--- config.mk ---
export PLATFORM = sky130hd
export DESIGN_NAME = bin2bcd_seq
export DESIGN_NICKNAME = d
export VERILOG_FILES = /design/src/rtl/bin2bcd_seq.sv
export SDC_FILE = /design/constraint.sdc
export NUM_CORES = 1
export LEC_CHECK = 0
export CAP_MARGIN = 20
export CORE_MARGIN = 2
export CORE_UTILIZATION = 50
export DETAILED_ROUTE_END_ITERATION = 10
export PLACE_DENSITY = 0.85
export SLEW_MARGIN = 20
export SYNTH_ARGS = -nofsm -noshare
export SYNTH_HDL_FRONTEND = slang
export SYNTH_SLANG_ARGS = --single-unit
--- constraint.sdc ---
create_clock -name Clock -period 1.9 [get_ports Clock]
set_input_delay 0.38 -clock Clock [delete_from_list [all_inputs] [get_ports Clock]]
set_output_delay 0.38 -clock Clock [all_outputs]
set_load 0.1 [all_outputs]
--- src/rtl/bin2bcd_seq.sv ---
// Sequential binary-to-BCD converter using iterative shift-and-add-3 (double dabble).
// One conversion runs at a time under a Start/Busy/Done handshake; BCD holds the last result.
module bin2bcd_seq #(
    parameter int WIDTH  = 8,
    parameter int DIGITS = 3
) (
    input  logic                  Clock,
    input  logic                  Resetn,
    input  logic                  Start,
    input  logic [WIDTH-1:0]      Bin,
    output logic                  Busy,
    output logic                  Done,
    output logic [4*DIGITS-1:0]   BCD
);

    localparam int CW = $clog2(WIDTH + 1);

    function automatic longint unsigned pow10(input int n);
        longint unsigned p;
        p = 1;
        for (int k = 0; k < n; k++) p = p * 10;
        return p;
    endfunction

    if (WIDTH < 4 || WIDTH > 16) begin : g_bad_width
        $fatal(1, "bin2bcd_seq: WIDTH must be within 4..16");
    end
    if (pow10(DIGITS) <= ((longint'(1) << WIDTH) - 1)) begin : g_bad_digits
        $fatal(1, "bin2bcd_seq: DIGITS too small to hold 2**WIDTH-1");
    end

    typedef enum logic [1:0] {IDLE, ADJUST, SHIFT} state_t;

    state_t                state;
    state_t                state_next;
    logic [CW-1:0]         cnt;
    logic [WIDTH-1:0]      bin_sr;
    logic [4*DIGITS-1:0]   bcd_sr;
    logic [4*DIGITS-1:0]   bcd_adj;
    logic [4*DIGITS-1:0]   bcd_shifted;
    logic [WIDTH-1:0]      bin_shifted;
    logic                  last_shift;

    // Per-digit +3 correction; a digit of at most 9 never exceeds 12, so no carry out.
    always_comb begin
        bcd_adj = bcd_sr;
        for (int i = 0; i < DIGITS; i++) begin
            if (bcd_sr[4*i +: 4] >= 4'd5)
                bcd_adj[4*i +: 4] = bcd_sr[4*i +: 4] + 4'd3;
        end
    end

    assign bcd_shifted = {bcd_sr[4*DIGITS-2:0], bin_sr[WIDTH-1]};
    assign bin_shifted = {bin_sr[WIDTH-2:0], 1'b0};
    assign last_shift  = (state == SHIFT) && (cnt == CW'(1));
    assign Busy        = (state != IDLE);

    always_ff @(posedge Clock or negedge Resetn) begin
        if (!Resetn) state <= IDLE;
        else         state <= state_next;
    end

    always_comb begin
        state_next = state;
        case (state)
            IDLE:    if (Start) state_next = ADJUST;
            ADJUST:  state_next = SHIFT;
            SHIFT:   state_next = (cnt == CW'(1)) ? IDLE : ADJUST;
            default: state_next = IDLE;
        endcase
    end

    // Datapath: capture on accept, alternate adjust/shift, publish on the final shift.
    always_ff @(posedge Clock or negedge Resetn) begin
        if (!Resetn) begin
            cnt    <= '0;
            bin_sr <= '0;
            bcd_sr <= '0;
            BCD    <= '0;
            Done   <= 1'b0;
        end else begin
            Done <= 1'b0;
            case (state)
                IDLE: begin
                    if (Start) begin
                        bin_sr <= Bin;
                        bcd_sr <= '0;
                        cnt    <= CW'(WIDTH);
                    end
                end
                ADJUST: bcd_sr <= bcd_adj;
                SHIFT: begin
                    bcd_sr <= bcd_shifted;
                    bin_sr <= bin_shifted;
                    cnt    <= cnt - CW'(1);
                    if (last_shift) begin
                        BCD  <= bcd_shifted;
                        Done <= 1'b1;
                    end
                end
                default: ;
            endcase
        end
    end

endmodule
==> results of run 1 <==
## worst register-to-register path, stage by stage, from the launching register on
cell                       delay, ns
sky130_fd_sc_hd__dfrtp_1        0.40
sky130_fd_sc_hd__inv_1          0.08
sky130_fd_sc_hd__ha_1           0.20
sky130_fd_sc_hd__inv_1          0.24
sky130_fd_sc_hd__a211oi_1       0.13
sky130_fd_sc_hd__buf_4          0.16
sky130_fd_sc_hd__or4_4          0.47
sky130_fd_sc_hd__o21ai_2        0.07
## cells by family after synthesis
group | after synthesis
muxes | 27
DFF | 39
buffers and inverters | 24
and+or+nand+nor | 38
adders and majority gates | 12
xor gates and xnor gates | 7
AOI/OAI and AO/OA | 45
## placed cells by master (no fill, tap or decap), types with 4 or more instances in the layout
cell type                         count
sky130_fd_sc_hd__dfrtp_1             39
sky130_fd_sc_hd__buf_4               30
sky130_fd_sc_hd__nand2_1             21
sky130_fd_sc_hd__o21ai_0             21
sky130_fd_sc_hd__inv_1               15
sky130_fd_sc_hd__mux2_2              14
sky130_fd_sc_hd__mux2i_1             12
sky130_fd_sc_hd__ha_1                11
sky130_fd_sc_hd__clkdlybuf4s50_1      9
sky130_fd_sc_hd__buf_12               9
sky130_fd_sc_hd__clkbuf_8             5
sky130_fd_sc_hd__xnor2_1              4
sky130_fd_sc_hd__a32oi_1              4
## what timing repair did
item / CTS / global route
gates resized for setup: 0 / 2
buffers inserted: 0 / 1
endpoints found under the setup margin: 0 / 2
## per-layer routing
layer  vias to the layer above  wire length, microns
met2                        28                  2050
li1                        777                     -
met5                         -                     0
met1                       732                  1970
met4                         0                    82
met3                         9                   139
## sequential cells by signal, summed over array words and instances, names as in the netlist
signal / cells
BCD: 12
bcd_sr: 12
bin_sr: 8
cnt: 4
state: 2
Done: 1
## power breakdown
group | internal, mW | switching [mW] | leakage (nW)
logic | 1.00 | 1.27 | 0.683
registers | 1.07 | 0.219 | 0.518
clock network | 0.256 | 0.312 | 0.0402
total | 2.33 | 1.80 | 1.24
## how the worst max path moves through the flow
stage	startpoint	slack, ns	end
floorplan	state[0]	0.04	bcd_sr[2]
global placement	Start	0.02	bcd_sr[0]
detailed placement	Start	0.004	bcd_sr[0]
CTS	state[0]	0.06	Busy
global route	state[1]	0.02	bcd_sr[0]
finish	state[1]	0.09	bcd_sr[0]
## area by class of cell
cell class	count	area [sq um]	share of cell area [%]
Clock buffer	5	68.8	2.57
Clock inverter	3	20.0	0.747
Inverter	15	56.3	2.10
Multi-Input combinational cell	129	996	37.2
Sequential cell	39	976	36.4
Tap cell	50	62.6	2.33
Timing Repair Buffer	49	500	18.7
==> qor.csv, run 1 <==
stage,metric,value,unit
status,status,"finished, final reports clean",
synth,synth_seq_area_share,47.0,%
clocking,root_buffer,sky130_fd_sc_hd__clkbuf_8,
die,die_area,4690,sq um
worst_setup_path,critPathMaxStageDelay,0.47,ns
timing,final_min_period_over_clock_period,95.4,%
global_route,grt_start_max_net_pins,23,
worst_setup_path,reg2reg_to,bcd_sr[0],
power,total_leakage_power,1.24,nW
clocking,htreeDepth,2,
timing,achievable-frequency,0.552,GHz
timing,final_max_slew_viol_count,0,
worst_setup_path,slowest_stage,sky130_fd_sc_hd__or4_4,
worst_setup_path,critical_path.max_fanout,8,
synth,synth.most_common_cell,sky130_fd_sc_hd__dfrtp_1,
synth,syn_area,2080,sq um
worst_setup_path,crit_chain,"inv_1, ha_1, inv_1, a211oi_1, buf_4, or4_4, o21ai_2",
min_path,min_path_type,in -> async,
clocking,clock_tree_from_tritoncts,yes,
synth,synth-xor-area-share,2.95,%
synth,avgSynthCellArea,10.8,sq um
global_route,globalRouteMet3Util,6.74,%
route,route.detailed.vias_per_inst,5.33,
timing,setup_ws,0.0871,ns
synth,synth_compound_area_share,14.0,%
worst_setup_path,cp.buffers_inverters,3,
placed_design,pre_cts_slack,0.00388,ns
clocking,cts_inserted_buffers,5,
die,floorplan.initialDensity,51.9,%
route,detail_route.first_pass.iterations,4,
synth,synth-async-reset-ratio,100,%
clocking,clk-insertion-delay-late,0.30,ns
global_route,grt.met2_usage,33.2,%
synth,number_of_nets_produced_by_synthesis,215,
final_layout,post_route_cells_drive_above_1_share,29.6,%
final_layout,instances_no_fill,290,
route,drt-wirelength-per-cell,14.6,microns
timing,final.min_clock_period,1.81,ns
synth,synth_top_family_by_area,compound AO/OA/AOI/OAI gates,
global_route,busiest_layer,met2,
clocking,clock_tree.buffer_depth,2,
placed_design,gp_congestion,0.893,
final_layout,p_r_area_growth_vs_syn,29.0,%
worst_setup_path,setup.worst_path.class,reg -> reg,
die,num_ports,25,
synth,netlist_top_cells_count,"39 x sky130_fd_sc_hd__dfrtp_1, 21 x sky130_fd_sc_hd__nand2_1, 21 x sky130_fd_sc_hd__o21ai_0",
timing,slew_headroom,69.5,%
global_route,grt_use_total,21.8,%
power,ir_drop,0.000813,V
worst_setup_path,worst-path-stages,7,
synth,post_synth_edffs,0,
final_layout,finalNetCount,262,
timing,tns,0,ns
die,die_h,68.5,microns
placed_design,dp_hpwl,3180,microns
route,vias,1546,
worst_setup_path,arrival_time_worst_endpoint,2.04,ns
job,drv.max_cap_violation_count,0,
route,drt_drc_violations_left,0,
clocking,cts.sink_count,39,
final_layout,fin_util,67.0,%
timing,final_hold_viol_count,0,
final_layout,final_area,2680,sq um
power,total_power,4.13,mW
synth,synth_largest_area_cell,sky130_fd_sc_hd__dfrtp_1,
synth,synth_simple_gate_area_share,9.52,%
route,ant_nets,0,
route,drtIter0Drc,91,
synth,yosysWarningCount,0,
die,chipWidth,68.5,microns
global_route,grt_util_met1,27.4,%
synth,post_synth_main_area_contributors,"sky130_fd_sc_hd__dfrtp_1 47%, sky130_fd_sc_hd__mux2_2 7.6%, sky130_fd_sc_hd__ha_1 7.2%",
synth,postSynth.topFlopCell,sky130_fd_sc_hd__dfrtp_1,
synth,synth_adder_area_share,7.23,%
route,postRouteWirelength,4250,microns
worst_setup_path,cp_common_cell,sky130_fd_sc_hd__inv_1,
die,fp.coreArea,4000,sq um
worst_setup_path,rrSetupSlack,0.09,ns
synth,yosys_register_bits,39,
power,power.density,1540,nW/um^2
global_route,vias_in_the_first_global_route,1552,
placed_design,detailed_place.area,2580,sq um
worst_setup_path,start_kind,register,
worst_setup_path,timing.critical_path.max_delay_family,buffers and inverters,
synth,synth_top_area_share,47.0,%
worst_setup_path,worstReg2RegStart,state[1],
timing,hold_ws,0.0149,ns
global_route,globalRoute.totalOverflow,0,
timing,grt_setup_unrepaired,false,
timing,worst_slew_pin_slew,0.457,ns
clocking,clk_transition_reported_paths,0.09,ns
placed_design,placed_cells_incl_taps,281,
synth,synth_mux_area_share,13.9,%
die,num_rows,23,
placed_design,placement.io_buffers,24,
final_layout,diodes,0,
worst_setup_path,cp-end-kind,register,
worst_setup_path,worstRegToRegCells,7,
global_route,first_pass_grt_wire_length,7310,microns
clocking,cts_hold_buf,0,
timing,report.final.setup_viol,0,
global_route,grt_antenna_before_repair,0,
final_layout,fillCellCount,295,
timing,fin_skew,0.00831,ns
synth,synthDistinctLibCells,37,
worst_setup_path,data_required_time_of_the_worst_path,2.13,ns
synth,netlist_instances,192,
No activity file was read; power rests on OpenSTA's default activity.
==> inputs of run 2 (changes only) <==
--- a/config.mk
+++ b/config.mk
@@ -6,10 +6,11 @@
 export NUM_CORES = 1
 export LEC_CHECK = 0
 export CAP_MARGIN = 20
-export CORE_MARGIN = 2
+export CORE_MARGIN = 1.5
 export CORE_UTILIZATION = 50
 export DETAILED_ROUTE_END_ITERATION = 10
 export PLACE_DENSITY = 0.85
+export REMOVE_ABC_BUFFERS = 1
 export SLEW_MARGIN = 20
 export SYNTH_ARGS = -nofsm -noshare
 export SYNTH_HDL_FRONTEND = slang
==> run 2 against run 1 <==
  * Worst setup slack better by 0.0089 ns
  * Sequential share of layout area up 1.2 points
  * Combinational power is 3% lower
  * Cell count down 1.4%
  * Maximum frequency is 0.49% higher
  * Total power shrank 2.3%
  * Global-route usage down 0.24 points
  * Flip-flop and latch count unchanged
  * Critical path type is now reg -> out
  * Critical endpoint is now Busy
  * Largest power group unchanged
==> qor.csv, run 2 (synthesis gave the netlist of run 1 again) <==
stage,metric,value,unit
status,status,"finished, final reports clean",
global_route,grt_use_total,21.6,%
final_layout,diodes,0,
final_layout,mostFrequentLayoutCells,"39 x sky130_fd_sc_hd__dfrtp_1, 29 x sky130_fd_sc_hd__buf_4, 21 x sky130_fd_sc_hd__nand2_1, 21 x sky130_fd_sc_hd__o21ai_0, 15 x sky130_fd_sc_hd__inv_1",
timing,final_hold_viol_count,0,
clocking,cts_inserted_buffers,5,
die,fp.coreArea,4000,sq um
clocking,htreeDepth,2,
min_path,min_path_type,in -> async,
power,total_leakage_power,1.21,nW
placed_design,gp_congestion,0.794,
placed_design,placement.io_buffers,24,
timing,fin_skew,0.00132,ns
global_route,grt_antenna_before_repair,0,
clocking,clock_tree.buffer_depth,2,
worst_setup_path,slowest_stage,sky130_fd_sc_hd__dfrtp_1,
clocking,post_cts.repair.setup_buffers,0,
global_route,first_pass_grt_wire_length,7070,microns
worst_setup_path,data_required_time_of_the_worst_path,1.52,ns
clocking,cts.sink_count,39,
die,num_ports,25,
die,die_h,67.5,microns
die,chipWidth,67.5,microns
power,ir_drop,0.000679,V
die,floorplan.initialDensity,51.9,%
final_layout,post_route_cells_drive_above_1_share,26.7,%
timing,final.min_clock_period,1.80,ns
worst_setup_path,start_kind,register,
worst_setup_path,cp_common_cell,sky130_fd_sc_hd__inv_1,
worst_setup_path,critical_path.max_fanout,7,
global_route,vias_in_the_first_global_route,1503,
route,drt_drc_violations_left,0,
final_layout,layout.cells.most_common,sky130_fd_sc_hd__dfrtp_1,
timing,worst_slew_pin_slew,0.492,ns
clocking,cts_hold_buf,0,
power,total_power,4.03,mW
worst_setup_path,setup.worst_path.class,reg -> out,
die,num_rows,23,
route,route.detailed.vias_per_inst,5.57,
placed_design,placed_cells_incl_taps,278,
job,drv.max_cap_violation_count,0,
clocking,root_buffer,sky130_fd_sc_hd__clkbuf_8,
timing,final_max_slew_viol_count,0,
placed_design,detailed_place.area,2520,sq um
route,drt-wirelength-per-cell,15.0,microns
global_route,grt_start_max_net_pins,40,
clocking,clock_tree_from_tritoncts,yes,
worst_setup_path,rrSetupSlack,0.1,ns
die,die_area,4550,sq um
timing,final_min_period_over_clock_period,94.9,%
placed_design,dp_hpwl,3070,microns
final_layout,finalNetCount,258,
timing,slew_headroom,67.2,%
worst_setup_path,crit_chain,"inv_1, ha_1, buf_4, inv_1, buf_12",
worst_setup_path,cp-end-kind,primary output,
timing,report.final.setup_viol,0,
power,power.density,1550,nW/um^2
timing,achievable-frequency,0.554,GHz
worst_setup_path,timing.critical_path.max_delay_family,buffers and inverters,
worst_setup_path,arrival_time_worst_endpoint,1.42,ns
clocking,ctsResizeCount,0,
final_layout,instances_no_fill,286,
global_route,globalRoute.totalOverflow,0,
route,postRouteWirelength,4300,microns
final_layout,registers_with_the_most_flip_flops,"BCD: 12 flops, bcd_sr: 12 flops, bin_sr: 8 flops",
route,drtIter0Drc,107,
worst_setup_path,critPathMaxStageDelay,0.41,ns
timing,grt_setup_unrepaired,false,
route,vias,1592,
worst_setup_path,cp.buffers_inverters,4,
timing,tns,0,ns
final_layout,final_area,2600,sq um
route,detail_route.first_pass.iterations,6,
clocking,clk_transition_reported_paths,0.07,ns
final_layout,p_r_area_growth_vs_syn,25.1,%
timing,hold_ws,0.122,ns
route,ant_nets,0,
clocking,clk-insertion-delay-late,0.30,ns
run 2: cell count changes in the layout (fill, tap and decap cells not counted), sizes merged:
cell      before  now
clkinvlp       2    0
buf           40   36
clkbuf         5    7
run 2: metal layers:
metal,track usage [%],part of all wire (%),vias up
met5,0,0,-
met4,10.5,2.4,0
met3,5.67,4.1,9
met2,32.8,50,40
met1,28.6,44,778
li1,-,-,765
run 2: final cells by class:
class / count / area (sq um)
Inverter: 15 / 56.3
Tap cell: 50 / 62.6
Sequential cell: 39 / 976
Multi-Input combinational cell: 129 / 988
Clock inverter: 1 / 5.00
Timing Repair Buffer: 45 / 433
Fill cell: 296 / 1400
Clock buffer: 7 / 76.3
run 2: where the power goes:
part           internal (mW)  total (mW)  switching [mW]
combinational          0.938        2.22            1.28
clock                  0.257       0.537           0.280
sequential              1.07        1.28           0.210
run 2: path summary, 6_finish.rpt:
| path | depth (start not counted) | to | start |
|---|---|---|---|
| setup / recovery | 5 | Busy | state[1] |
| min in group Clock | 2 | bin_sr[6] | bin_sr[6] |
| hold / removal | 2 | BCD[10] | Resetn |
| setup reg to reg | 7 | bcd_sr[0] | state[1] |
| max in group asynchronous | 2 | cnt[3] | Resetn |
| hold reg to reg | 2 | bin_sr[6] | bin_sr[6] |
run 2: stage by stage:
stage	utilization, %	setup slack [ns]
after floorplan	-	-0.153
after global placement	62.9	-0.000875
after detailed placement	62.9	-0.0123
after CTS	64.9	0.0890
after global routing	64.9	0.0171
final	64.9	0.0960
